==> src/rtl/fetch_prefetch_unit_pkg.sv <==
`default_nettype none
// ============================================================================
//  Module   : fetch_prefetch_unit_pkg
//  Purpose  : Shared types and constants for the instruction prefetch unit.
//  Revision : 1.0 - initial release
// ============================================================================

// Fallbacks for builds that do not provide the shared width/boot-address defines.
`ifndef DATA_WIDTH
`define DATA_WIDTH 32
`endif
`ifndef BOOT_ADDR
`define BOOT_ADDR 32'h0000_0000
`endif

package fetch_prefetch_unit_pkg;

  localparam int              XLEN        = `DATA_WIDTH;
  localparam logic [XLEN-1:0] RESET_PC    = `BOOT_ADDR;
  localparam logic [XLEN-1:0] INSTR_BYTES = XLEN'(4);

  // One instruction-queue entry: fetched word, its address, bus-error flag.
  typedef struct packed {
    logic [XLEN-1:0] data;
    logic [XLEN-1:0] pc;
    logic            err;
  } fetch_entry_t;

  // Sequential fetch address following pc.
  function automatic logic [XLEN-1:0] pc_advance(input logic [XLEN-1:0] pc);
    return pc + INSTR_BYTES;
  endfunction

endpackage

`default_nettype wire

==> src/rtl/fetch_fifo.sv <==
`default_nettype none
// ============================================================================
//  Module   : fetch_fifo
//  Purpose  : Power-of-two circular instruction queue with flush and a
//             combinational head (no added read latency).
//  Revision : 1.0 - initial release
// ============================================================================
module fetch_fifo #(
  parameter int DEPTH = 4,
  parameter int WIDTH = 65
) (
  input  logic                    clk_i,
  input  logic                    rst_ni,
  input  logic                    flush_i,
  input  logic                    push_i,
  input  logic [WIDTH-1:0]        push_data_i,
  input  logic                    pop_i,
  output logic [WIDTH-1:0]        head_data_o,
  output logic                    head_valid_o,
  output logic [$clog2(DEPTH):0]  count_o
);

  localparam int PW = $clog2(DEPTH);
  localparam int CW = PW + 1;

  logic [WIDTH-1:0] mem_q [DEPTH];
  logic [PW-1:0]    wr_ptr_q, wr_ptr_d;
  logic [PW-1:0]    rd_ptr_q, rd_ptr_d;
  logic [CW-1:0]    count_q, count_d;
  logic             do_push, do_pop;

  // Pointer/count update; pointers are exactly PW bits so they wrap modulo DEPTH.
  always_comb begin
    do_push  = push_i && !flush_i;
    do_pop   = pop_i && (count_q != '0) && !flush_i;
    wr_ptr_d = wr_ptr_q;
    rd_ptr_d = rd_ptr_q;
    count_d  = count_q;
    if (flush_i) begin
      wr_ptr_d = '0;
      rd_ptr_d = '0;
      count_d  = '0;
    end else begin
      if (do_push) wr_ptr_d = wr_ptr_q + PW'(1);
      if (do_pop)  rd_ptr_d = rd_ptr_q + PW'(1);
      count_d = count_q + CW'(do_push) - CW'(do_pop);
    end
  end

  // Control state register.
  always_ff @(posedge clk_i or negedge rst_ni) begin
    if (!rst_ni) begin
      wr_ptr_q <= '0;
      rd_ptr_q <= '0;
      count_q  <= '0;
    end else begin
      wr_ptr_q <= wr_ptr_d;
      rd_ptr_q <= rd_ptr_d;
      count_q  <= count_d;
    end
  end

  // Storage array; contents are only meaningful below count, so no reset.
  always_ff @(posedge clk_i) begin
    if (do_push) mem_q[wr_ptr_q] <= push_data_i;
  end

  assign head_data_o  = mem_q[rd_ptr_q];
  assign head_valid_o = (count_q != '0);
  assign count_o      = count_q;

endmodule

`default_nettype wire

==> src/rtl/fetch_prefetch_unit.sv <==
`default_nettype none
// ============================================================================
//  Module   : fetch_prefetch_unit
//  Purpose  : Credit-based instruction prefetcher feeding a small queue, with
//             redirect flush, stale-response discard and control PC access.
//  Revision : 1.0 - initial release
// ============================================================================
module fetch_prefetch_unit
  import fetch_prefetch_unit_pkg::*;
#(
  parameter int              DEPTH     = 4,
  parameter logic [XLEN-1:0] BOOT_ADDR = RESET_PC
) (
  input  logic                   CLK,
  input  logic                   RSTn,
  output logic                   req_valid,
  input  logic                   req_ready,
  output logic [XLEN-1:0]        req_addr,
  input  logic                   rsp_valid,
  output logic                   rsp_ready,
  input  logic [XLEN-1:0]        rsp_data,
  input  logic                   rsp_err,
  output logic                   instr_valid,
  input  logic                   instr_ready,
  output logic [XLEN-1:0]        instr_data,
  output logic [XLEN-1:0]        instr_pc,
  output logic                   instr_err,
  input  logic                   redirect_valid,
  input  logic [XLEN-1:0]        redirect_pc,
  input  logic                   cm_pc_stall,
  input  logic                   cm_pc_we,
  input  logic [XLEN-1:0]        cm_pc_write_data,
  output logic [XLEN-1:0]        cm_pc_read_data,
  output logic [$clog2(DEPTH):0] occupancy
);

  localparam int PW = $clog2(DEPTH);
  localparam int CW = PW + 1;

  logic [XLEN-1:0] fetch_pc_q, fetch_pc_d;
  logic [XLEN-1:0] req_addr_q, req_addr_d;
  logic            req_valid_q, req_valid_d;
  logic            stale_q, stale_d;
  logic [CW-1:0]   outstanding_q, outstanding_d;
  logic [CW-1:0]   discard_q, discard_d;

  // In-order record of issued addresses so each response gets its own PC.
  logic [XLEN-1:0] trk_mem_q [DEPTH];
  logic [PW-1:0]   trk_wr_q, trk_rd_q;

  logic            req_hs, drop_rsp, push_rsp, pc_write, flush, can_issue;
  logic [CW:0]     credit_used;
  fetch_entry_t    push_entry, head_entry;

  // Next-state logic: redirect beats sequential advance; a held request is never altered.
  always_comb begin
    req_hs        = req_valid_q && req_ready;
    drop_rsp      = rsp_valid && (discard_q != '0);
    push_rsp      = rsp_valid && !drop_rsp;
    pc_write      = cm_pc_we && cm_pc_stall && (outstanding_q == '0) && !req_valid_q;
    flush         = redirect_valid || pc_write;
    credit_used   = {1'b0, occupancy} + {1'b0, outstanding_q} + (CW+1)'(req_hs);
    can_issue     = !cm_pc_stall && !redirect_valid && (credit_used < (CW+1)'(DEPTH));
    outstanding_d = outstanding_q + CW'(req_hs) - CW'(rsp_valid);

    // A stale request counts as a discard the moment it is accepted.
    discard_d = discard_q - CW'(drop_rsp) + CW'(req_hs && stale_q);
    if (redirect_valid) discard_d = outstanding_d;

    stale_d = stale_q;
    if (req_hs) stale_d = 1'b0;
    if (redirect_valid && req_valid_q && !req_ready) stale_d = 1'b1;

    fetch_pc_d = fetch_pc_q;
    if (req_hs && !stale_q) fetch_pc_d = pc_advance(req_addr_q);
    if (redirect_valid)     fetch_pc_d = redirect_pc;
    else if (pc_write)      fetch_pc_d = cm_pc_write_data;

    req_valid_d = req_valid_q;
    req_addr_d  = req_addr_q;
    if (!req_valid_q || req_ready) begin
      req_valid_d = can_issue;
      if (can_issue) req_addr_d = fetch_pc_d;
    end
  end

  // Fetch control registers.
  always_ff @(posedge CLK or negedge RSTn) begin
    if (!RSTn) begin
      fetch_pc_q    <= BOOT_ADDR;
      req_addr_q    <= BOOT_ADDR;
      req_valid_q   <= 1'b0;
      stale_q       <= 1'b0;
      outstanding_q <= '0;
      discard_q     <= '0;
    end else begin
      fetch_pc_q    <= fetch_pc_d;
      req_addr_q    <= req_addr_d;
      req_valid_q   <= req_valid_d;
      stale_q       <= stale_d;
      outstanding_q <= outstanding_d;
      discard_q     <= discard_d;
    end
  end

  // Address tracker pointers: push on handshake, pop on every response (kept or dropped).
  always_ff @(posedge CLK or negedge RSTn) begin
    if (!RSTn) begin
      trk_wr_q <= '0;
      trk_rd_q <= '0;
    end else begin
      if (req_hs)    trk_wr_q <= trk_wr_q + PW'(1);
      if (rsp_valid) trk_rd_q <= trk_rd_q + PW'(1);
    end
  end

  // Address tracker storage.
  always_ff @(posedge CLK) begin
    if (req_hs) trk_mem_q[trk_wr_q] <= req_addr_q;
  end

  assign push_entry = '{data: rsp_data, pc: trk_mem_q[trk_rd_q], err: rsp_err};

  fetch_fifo #(
    .DEPTH (DEPTH),
    .WIDTH ($bits(fetch_entry_t))
  ) u_fetch_fifo (
    .clk_i        (CLK),
    .rst_ni       (RSTn),
    .flush_i      (flush),
    .push_i       (push_rsp),
    .push_data_i  (push_entry),
    .pop_i        (instr_ready),
    .head_data_o  (head_entry),
    .head_valid_o (instr_valid),
    .count_o      (occupancy)
  );

  assign req_valid       = req_valid_q;
  assign req_addr        = req_addr_q;
  assign rsp_ready       = 1'b1;
  assign instr_data      = head_entry.data;
  assign instr_pc        = head_entry.pc;
  assign instr_err       = head_entry.err;
  assign cm_pc_read_data = fetch_pc_q;

endmodule

`default_nettype wire
==> config.mk <==
export PLATFORM = sky130hd
export DESIGN_NAME = fetch_prefetch_unit
export DESIGN_NICKNAME = d
export VERILOG_FILES = /design/src/rtl/fetch_prefetch_unit_pkg.sv /design/src/rtl/fetch_fifo.sv /design/src/rtl/fetch_prefetch_unit.sv
export SDC_FILE = /design/constraint.sdc
export NUM_CORES = 1
export LEC_CHECK = 0
export CAP_MARGIN = 15
export CORE_MARGIN = 4
export CORE_UTILIZATION = 63
export DETAILED_ROUTE_END_ITERATION = 10
export DONT_BUFFER_PORTS = 1
export MAX_ROUTING_LAYER = met4
export PLACE_DENSITY_LB_ADDON = 0.3
export SLEW_MARGIN = 0
export SYNTH_ARGS = -nofsm -noshare
export SYNTH_HDL_FRONTEND = slang
export SYNTH_SLANG_ARGS = --single-unit
==> constraint.sdc <==
create_clock -name CLK -period 4.35 [get_ports CLK]
set_input_delay 0.435 -clock CLK [delete_from_list [all_inputs] [get_ports CLK]]
set_output_delay 0.435 -clock CLK [all_outputs]
set_load 0.01 [all_outputs]
==> results of run 1 <==
power by group through the flow:
stage | Sequential [mW] | Combinational (mW) | Clock, mW
after detailed placement | 6.88 | 2.48 | 0
final | 6.78 | 2.55 | 4.03
after CTS | 6.79 | 2.57 | 4.08
after global placement | 6.84 | 2.43 | 0
after floorplan | 6.30 | 2.17 | 0
after global routing | 6.88 | 2.80 | 4.31
registers in the layout, indices dropped and copies added (netlist names):
register	count
u_fetch_fifo.mem_q	260
trk_rd_q	2
cm_pc_read_data	32
trk_wr_q	2
u_fetch_fifo.rd_ptr_q	2
stale_q	1
outstanding_q	3
discard_q	3
u_fetch_fifo.wr_ptr_q	2
u_fetch_fifo.count_o	3
trk_mem_q	128
req_valid	1
req_addr	32
cells by family (layout without fill, tap and decap cells):
kind of cell	after synthesis	after routing	synth area share (%)
flip-flops	471	471	71.9
adder cells (fa/ha/maj)	21	21	1.49
XOR/XNOR	34	34	1.56
other	1	1	0.0196
AND/OR/NAND/NOR	201	201	5.83
buffers and inverters	87	178	1.91
multiplexers	106	106	12.0
AO/OA/AOI/OAI	151	151	5.30
metrics by stage:
step	power (mW)	hold slack [ns]	setup slack, ns	instances	util, %
after floorplan	8.47	0.139	0.945	1072	-
after global placement	9.27	0.142	1.41	1427	65.6
after detailed placement	9.36	0.142	1.32	1427	65.6
after CTS	13.4	0.00379	1.30	1553	72.2
after global routing	14.0	0.00856	1.12	1553	72.2
final	13.4	0.0165	1.32	1553	72.2
cell usage in the layout (no fill, tap or decap), types with 10 or more instances in the layout:
cell type | synthesis | layout
sky130_fd_sc_hd__edfxtp_1 | 388 | 388
sky130_fd_sc_hd__mux4_2 | 97 | 97
sky130_fd_sc_hd__dfrtp_1 | 83 | 80
sky130_fd_sc_hd__nand2_1 | 51 | 51
sky130_fd_sc_hd__clkbuf_16 | 0 | 47
sky130_fd_sc_hd__a21oi_1 | 44 | 44
sky130_fd_sc_hd__nor2_1 | 42 | 41
sky130_fd_sc_hd__dlygate4sd3_1 | 0 | 39
sky130_fd_sc_hd__inv_1 | 27 | 27
sky130_fd_sc_hd__and3_1 | 21 | 21
sky130_fd_sc_hd__buf_4 | 2 | 21
sky130_fd_sc_hd__xnor2_1 | 20 | 20
sky130_fd_sc_hd__o21ai_0 | 20 | 20
sky130_fd_sc_hd__ha_1 | 18 | 18
sky130_fd_sc_hd__nand3_1 | 17 | 17
sky130_fd_sc_hd__xor2_1 | 14 | 14
sky130_fd_sc_hd__clkinv_2 | 0 | 13
sky130_fd_sc_hd__or3_1 | 12 | 12
sky130_fd_sc_hd__nor3_1 | 10 | 10
Yosys cell counts (all sizes together) (12+ instances only):
cell    number
and3        21
o21ai       21
nor2        42
nand3       19
a21oi       44
dfrtp       83
nand2       52
buf         24
xnor2       20
xor2        14
clkbuf      35
ha          18
nor3        12
or3         12
mux4        97
inv         27
edfxtp     388
final cells by class:
type,count,area [µm²]
Fill cell,1836,8280
Tap cell,390,488
Multi-Input combinational cell,514,5010
Sequential cell,471,13700
Clock buffer,56,1240
Timing Repair Buffer,64,636
Clock inverter,30,299
Inverter,28,105
worst min path at each step:
stage / endpoint / slack [ns]
6_report: cm_pc_read_data[6] / 0.02
3_5_place_dp: discard_q[0] / 0.14
2_1_floorplan: cm_pc_read_data[0] / 0.14
5_1_grt: cm_pc_read_data[0] / 0.009
3_3_place_gp: discard_q[0] / 0.14
4_1_cts: cm_pc_read_data[6] / 0.004
critical path, stage by stage, from the launching register on:
cell and delay, ns:
sky130_fd_sc_hd__dfrtp_1 0.56, sky130_fd_sc_hd__or2_1 0.31, sky130_fd_sc_hd__o21ai_1 0.62, sky130_fd_sc_hd__nor2_1 0.12, sky130_fd_sc_hd__ha_1 0.30, sky130_fd_sc_hd__inv_1 0.06, sky130_fd_sc_hd__ha_1 0.13, sky130_fd_sc_hd__inv_1 0.05
sky130_fd_sc_hd__fa_1 0.37, sky130_fd_sc_hd__xor2_1 0.18, sky130_fd_sc_hd__xnor2_1 0.14, sky130_fd_sc_hd__nor2_1 0.05
layer usage:
metal | vias up | share of wire [%] | track usage [%]
met2 | 539 | 50 | 43.1
met4 | 0 | 1.9 | 5.85
li1 | 4391 | - | -
met3 | 60 | 8.7 | 5.84
met1 | 5155 | 40 | 37.6
met5 | - | 0 | -
==> results.md, run 1 <==
Floorplanning:
- The overall die width is 182 µm.
- The number of placement rows is 63.
- For this configuration, the core starts out at a cell density of 64.1%.
- For this design the top-level I/O count stands at 240.
- Measured along the y axis, the die boundary spans 182 µm.
- The die footprint is 0.0332 mm².
- The total core area is 0.0298 mm².

Yosys:
- The share of Yosys cell area claimed by the top area cell type is 61.0%.
- In the synthesized netlist the dominant register cell turns out to be sky130_fd_sc_hd__edfxtp_1.
- The count of state elements after synthesis is 471.
- The mean post-synth cell area is 17.8 µm².
- The number of distinct standard cells referenced by the synthesized netlist is 67.
- Sequential elements use 71.9% of the synthesized area.
- The mapped netlist covers 0.0191 mm².
- The count of warnings emitted by yosys is 0.
- Yosys mapped a number of flops with a built-in enable equal to 388.
- After synthesis, the cell types taking the most area are sky130_fd_sc_hd__edfxtp_1 61%, sky130_fd_sc_hd__mux4_2 11%, sky130_fd_sc_hd__dfrtp_1 11%.
- In the synthesized netlist the async set-or-reset flop fraction comes to 17.6%.
- The number of instances in the synthesized netlist is 1,072.
- The cell type with the largest total area after synthesis is sky130_fd_sc_hd__edfxtp_1.
- The synthesized netlist net count is 1,198.

Power and ir drop:
- The worst-case IR drop observed on VDD is 450 µV.
- The leakage power summed over all cells is 7.22 nW.
- Of the total power, combinational logic draws 19.1%.
- The switching share of total power is 30.7%.
- The net switching power figure is 4.10 mW.
- Power spread over the standard cell area amounts to 621 mW/mm².
- The clock network is responsible for 30.1% of the overall power.
- Of the total power, registers draw 50.7%.
- Cell internal power was estimated by the tool at 9.26 mW.

Placed design:
- Routability-driven placement finished with a final weighted congestion of 0.903.
- Detailed placement finished with a half-perimeter wire length of 26,500 µm.
- The count of buffers added on input and output ports is 0.
- The post-placement cell area is 0.0196 mm².

Final layout:
- The count of nets after finishing is 1,251.
- The area added between synthesis and finish is 12.7%.
- The fraction of final layout cells sized beyond drive strength 1 is 19.5%.
- 0 antenna diodes ended up in the layout.
- The final instance area is 0.0215 mm².

Hold path:
- The hold path depth is 2.
- The startpoint identified for the worst hold timing path is redirect_pc[6].
- The path class of the tightest hold or removal check is in -> reg.

Detailed routing:
- The vias per cell is 6.53.
- The total routed wirelength is 43,200 µm.
- Dividing the detail-routed wire length by the instance count gives 27.8 µm.
- The total number of vias is 10,100.
- The first detailed-routing pass ran for 5 iterations.
- The number of nets still failing antenna checks after routing is 0.
- The first routing iteration left 969 violations.
- The DRC violations left is 0.

Timing:
- The final clock period utilization by the worst path is 69.7%.
- Setup total negative slack on the finished layout was measured at 0 ns.
- At the pin with the least slew margin, the transition time is 1.04 ns.
- Setup repair after global routing left no endpoint under its margin.
- The total count of max-transition violations in the final report is 0.
- Static timing analysis puts the maximum clock frequency at 0.330 GHz.
- The smallest clock period supported by the final layout is computed as 3.03 ns.
- Setup violations remaining at the end of the flow were counted as 0.
- For the final database, setup skew stands at 0.0334 ns.
- The headroom to the max-slew limit is 30.8%.
- The number of hold violations in the final report is 0.

Clocking:
- Clock-pin slew was measured on the worst setup and hold paths at 0.06 ns.
- The clock drives 471 sinks.
- Buffers inserted to repair hold after CTS numbered 40.
- The number of gates resized after CTS is 0.
- The CTS root buffer is sky130_fd_sc_hd__clkbuf_16.
- Buffers inserted during clock tree synthesis total 46.
- The post-CTS setup buffer count is 0.
- The CTS tree is yes.
- No sink is reached through more buffers than the 3 on the longest clock path.
- At the later pin of the worst-skew pair, clock insertion delay measures 0.57 ns.
- CTS built an H-tree with a depth of 2.

Flow run:
- The number of maximum-capacitance constraint violations is 0.

Critical path:
- The endpoint of the worst register-to-register path is u_fetch_fifo.count_o[2].
- The critical path data arrival time is 3.44 ns.
- The biggest fanout along the worst timing path is 15.
- Following the worst setup path forward leads to its endpoint at u_fetch_fifo.count_o[2].
- The logic depth of the worst register-to-register path is 11.
- At the worst endpoint, the required time is 4.75 ns.
- Setup slack on the worst reg-to-reg path comes out at 1.32 ns.
- The kind of critical path is reg -> reg.
- The worst setup path is launched from a flop.
- The origin of the worst setup path is req_valid.
- The startpoint identified for the worst register-to-register timing path is req_valid.
- STA classifies the critical path endpoint as a flop.

Run status:
- The flow ran to the end, and the final reports show no timing, DRC or antenna violations.

Global route:
- Global routing consumed, over all layers together, 27.2% of the routing resources.
- Entering global routing, the biggest net connects 84 pins.
- The via count of the first global-routing pass was 10,400.
- The initial antenna violation count was 0.
- The total overflow left after global routing is 0.
- The global-route wire length before repair is 66,100 µm.
Power figures use the tool's default switching activity.
==> run 2, diff against run 1 <==
CORE_UTILIZATION = 57   (was 63)
clock period = 2.5 ns   (was 4.35 ns; I/O delays follow)
==> results.md, run 2 (synthesis gave the netlist of run 1 again) <==
Timing:
- The worst pin sits at a relative slew slack of 62.6%.
- The number of hold violations in the final report was 0.
- The final total negative setup slack is 0 ns.
- The maximum clock frequency is 0.409 GHz.
- The count of endpoints failing setup in the final report is 0.
- Setup repair after global routing left no endpoint under its margin.
- The shortest clock period the worst path allows after layout is 2.44 ns.
- The total count of max-transition violations in the final report is 0.
- At the pin with the least slew margin, the transition time is 0.554 ns.
- The final clock period utilization by the worst path is 97.7%.
- The worst setup skew after layout is 0.0144 ns.

Critical path:
- In this run the critical register-to-register path is launched from outstanding_q[1].
- The worst setup path is launched from a flop.
- The dominant delay contributor by cell family on the critical path is buffers and inverters.
- The origin of the worst setup path is outstanding_q[1].
- The worst setup path is of the reg -> reg kind.
- The number of buffers and inverters on the critical path is 3.
- In this run the number of cells on the critical path is 8.
- The kind of capture point of the worst setup path is a flop.
- The biggest fanout along the worst timing path is 17.
- The critical path goes through nand4bb_4 > buf_4 > nor2_2 > buf_4 > nor2_1 > nand2_1 > o211ai_1 > dlygate4sd3_1.
- Across all register-to-register paths, the minimum setup slack is 0.06 ns.
- Following the worst setup path forward leads to its endpoint at cm_pc_read_data[7].
- The critical path data arrival time is 2.92 ns.
- The largest single stage delay on the critical path is 0.57 ns.
- Data on the critical path is required at its endpoint by 2.97 ns.
- The logic depth of the worst register-to-register path is 8.
- In this run the critical register-to-register path is captured at cm_pc_read_data[7].
- The most frequent cell on the critical path is sky130_fd_sc_hd__buf_4.
- For this design, the slowest cell found on the critical path is sky130_fd_sc_hd__dlygate4sd3_1.

Floorplanning:
- The floorplan step defined a die boundary enclosing 0.0365 mm².
- From bottom edge to top edge, the die measures 191 µm.
- The overall die width is 191 µm.
- 240 I/O pins were placed.
- Once the floorplan was initialized, standard cells occupied 58.2% of the core.
- The total core area is 0.0328 mm².
- The number of placement rows is 66.

Run status:
- The run finished with clean final reports.

Final layout:
- Compared with the post-synthesis result, the final layout area differs by 18.8%.
- The top cell types in the final layout, fill and taps aside, are 388 x sky130_fd_sc_hd__edfxtp_1, 97 x sky130_fd_sc_hd__mux4_2, 80 x sky130_fd_sc_hd__dfrtp_1, 80 x sky130_fd_sc_hd__dlygate4sd3_1, 51 x sky130_fd_sc_hd__nand2_1.
- The final layout contains 1,343 nets.
- Ranked by flip-flop count, first place goes to u_fetch_fifo.mem_q.
- In the final layout, the registers with the most flip-flops are u_fetch_fifo.mem_q (260), trk_mem_q (128).
- The commonest non-fill, non-tap cell in the layout is sky130_fd_sc_hd__edfxtp_1.
- The flip-flop count of the largest register after layout is 260.
- Leaving out filler cells and counting taps, the final layout contains 1,698.
- In the final layout, the share of cells above drive strength 1 is 22.2%.

Global route:
- Global routing used 33.1% of the available met1 tracks.
- The largest net degree at the start of global routing is 84.
- The via count of the first global-routing pass came to 11,000.
- The total overflow reported by the global router is 0.
- The initial antenna violation count was 1.
- The global-route track usage on met2 is 39.8%.
- The highest-utilization routing layer at the global route stage is met2.
- Global routing consumed, on the met3 layer, 5.37% of the routing resources.
- Global routing used 24.8% of the available tracks.
- The global-route wire length before repair is 66,700 µm.

Power and ir drop:
- The power density relative to cell area is 1050 mW/mm².
- The peak supply drop is 717 µV.
- In this run the static leakage power is 7.69 nW.

Placed design:
- The instance count after placement with tap cells included is 1,528.
- Routability-driven placement finished with a final weighted congestion of 0.902.
- Detailed placement ended at an HPWL of 28,700 µm.
- During placement, the flow inserted port buffers numbering 0.

Clocking:
- The post-CTS setup buffer count is 0.
- The H-tree level count is 2.
- Counting every sink on the clock net gives 471.
- The number of buffers on the longest clock path is 3.
- The insertion delay to the later sink of the worst-skew pair is 0.53 ns.
- In this run the clock root is driven by a sky130_fd_sc_hd__clkbuf_16.
- TritonCTS built the clock tree.
- The CTS clock-pin slew for the worst setup and hold paths is 0.06 ns.
- The number of CTS-inserted buffers is 47.

Detailed routing:
- The DRC violations left is 0.
- The total number of vias is 10,400.
- The final routed wire length divided by cell count is 25.7 µm.
- For this block, the initial DRC count from the detailed router was 715.
- Dividing the detail-routed via count by the number of cells gives 6.14.
- The number of nets still failing antenna checks after routing is 0.
- The total routed wirelength is 43,600 µm.
- The first-pass detailed-route iteration total is 5.

Hold path:
- The path class of the tightest hold or removal check is in -> reg.

Flow run:
- Max-cap violations in this run came to 0.
run 2: cell types whose count changed in the layout (fill, tap and decap cells not counted), moves of 3 or more:
cell / delta
sky130_fd_sc_hd__buf_4: +29
sky130_fd_sc_hd__buf_12: +21
sky130_fd_sc_hd__clkinv_2: -7
sky130_fd_sc_hd__and3_2: +4
sky130_fd_sc_hd__clkbuf_1: +4
sky130_fd_sc_hd__and3_1: -4
sky130_fd_sc_hd__clkinvlp_4: +3
sky130_fd_sc_hd__dlygate4sd3_1: +41
run 2: layer usage:
metal	part of all wire (%)	wire, µm
met2	49	21300
met4	2.3	992
met5	0	0
met1	40	17600
met3	8.6	3730
run 2: per-stage QoR:
step	power [mW]	setup WS, ns	utilization [%]	instance area (µm²)	hold slack (ns)
6_report	23.9	0.0575	69.2	22700	0.0328
5_1_grt	25.1	0.0128	69.2	22700	0.0207
4_1_cts	24.1	0.0210	69.0	22600	0.00202
3_5_place_dp	16.9	0.164	61.8	20300	-0.0431
3_3_place_gp	16.7	0.203	61.8	20300	-0.0432
2_1_floorplan	14.8	0.0128	-	19100	-0.0456
run 2: final cells by class:
cell class | count | area [µm²]
antenna | 2 | 5.00
sequential | 471 | 13700
clock buffer | 63 | 1320
multi-input combinational | 514 | 5050
inverter | 28 | 105
tap | 442 | 553
timing repair buffer | 155 | 1680
fill | 2078 | 10100
clock inverter | 23 | 223
run 2: power by group:
| group | internal (mW) | switching (mW) |
|---|---|---|
| clock network | 4.12 | 2.81 |
| logic | 2.63 | 3.33 |
| registers | 9.96 | 1.06 |
run 2: repair_timing:
action                     CTS  global route
setup endpoints to repair    0             5
resized for setup            0             3
hold buffers                79             3
hold endpoints to repair   254             2
run 2: how the worst min path moves through the flow:
stage / startpoint / end / cells past startpoint / slack, ns
4_1_cts: cm_pc_write_data[6] / req_addr[6] / 2 / 0.002
3_5_place_dp: RSTn / outstanding_q[1] / 0 / -0.04
5_1_grt: redirect_valid / req_addr[7] / 3 / 0.02
3_3_place_gp: RSTn / outstanding_q[1] / 0 / -0.04
6_report: redirect_pc[30] / cm_pc_read_data[30] / 2 / 0.03
2_1_floorplan: RSTn / cm_pc_read_data[0] / 0 / -0.05
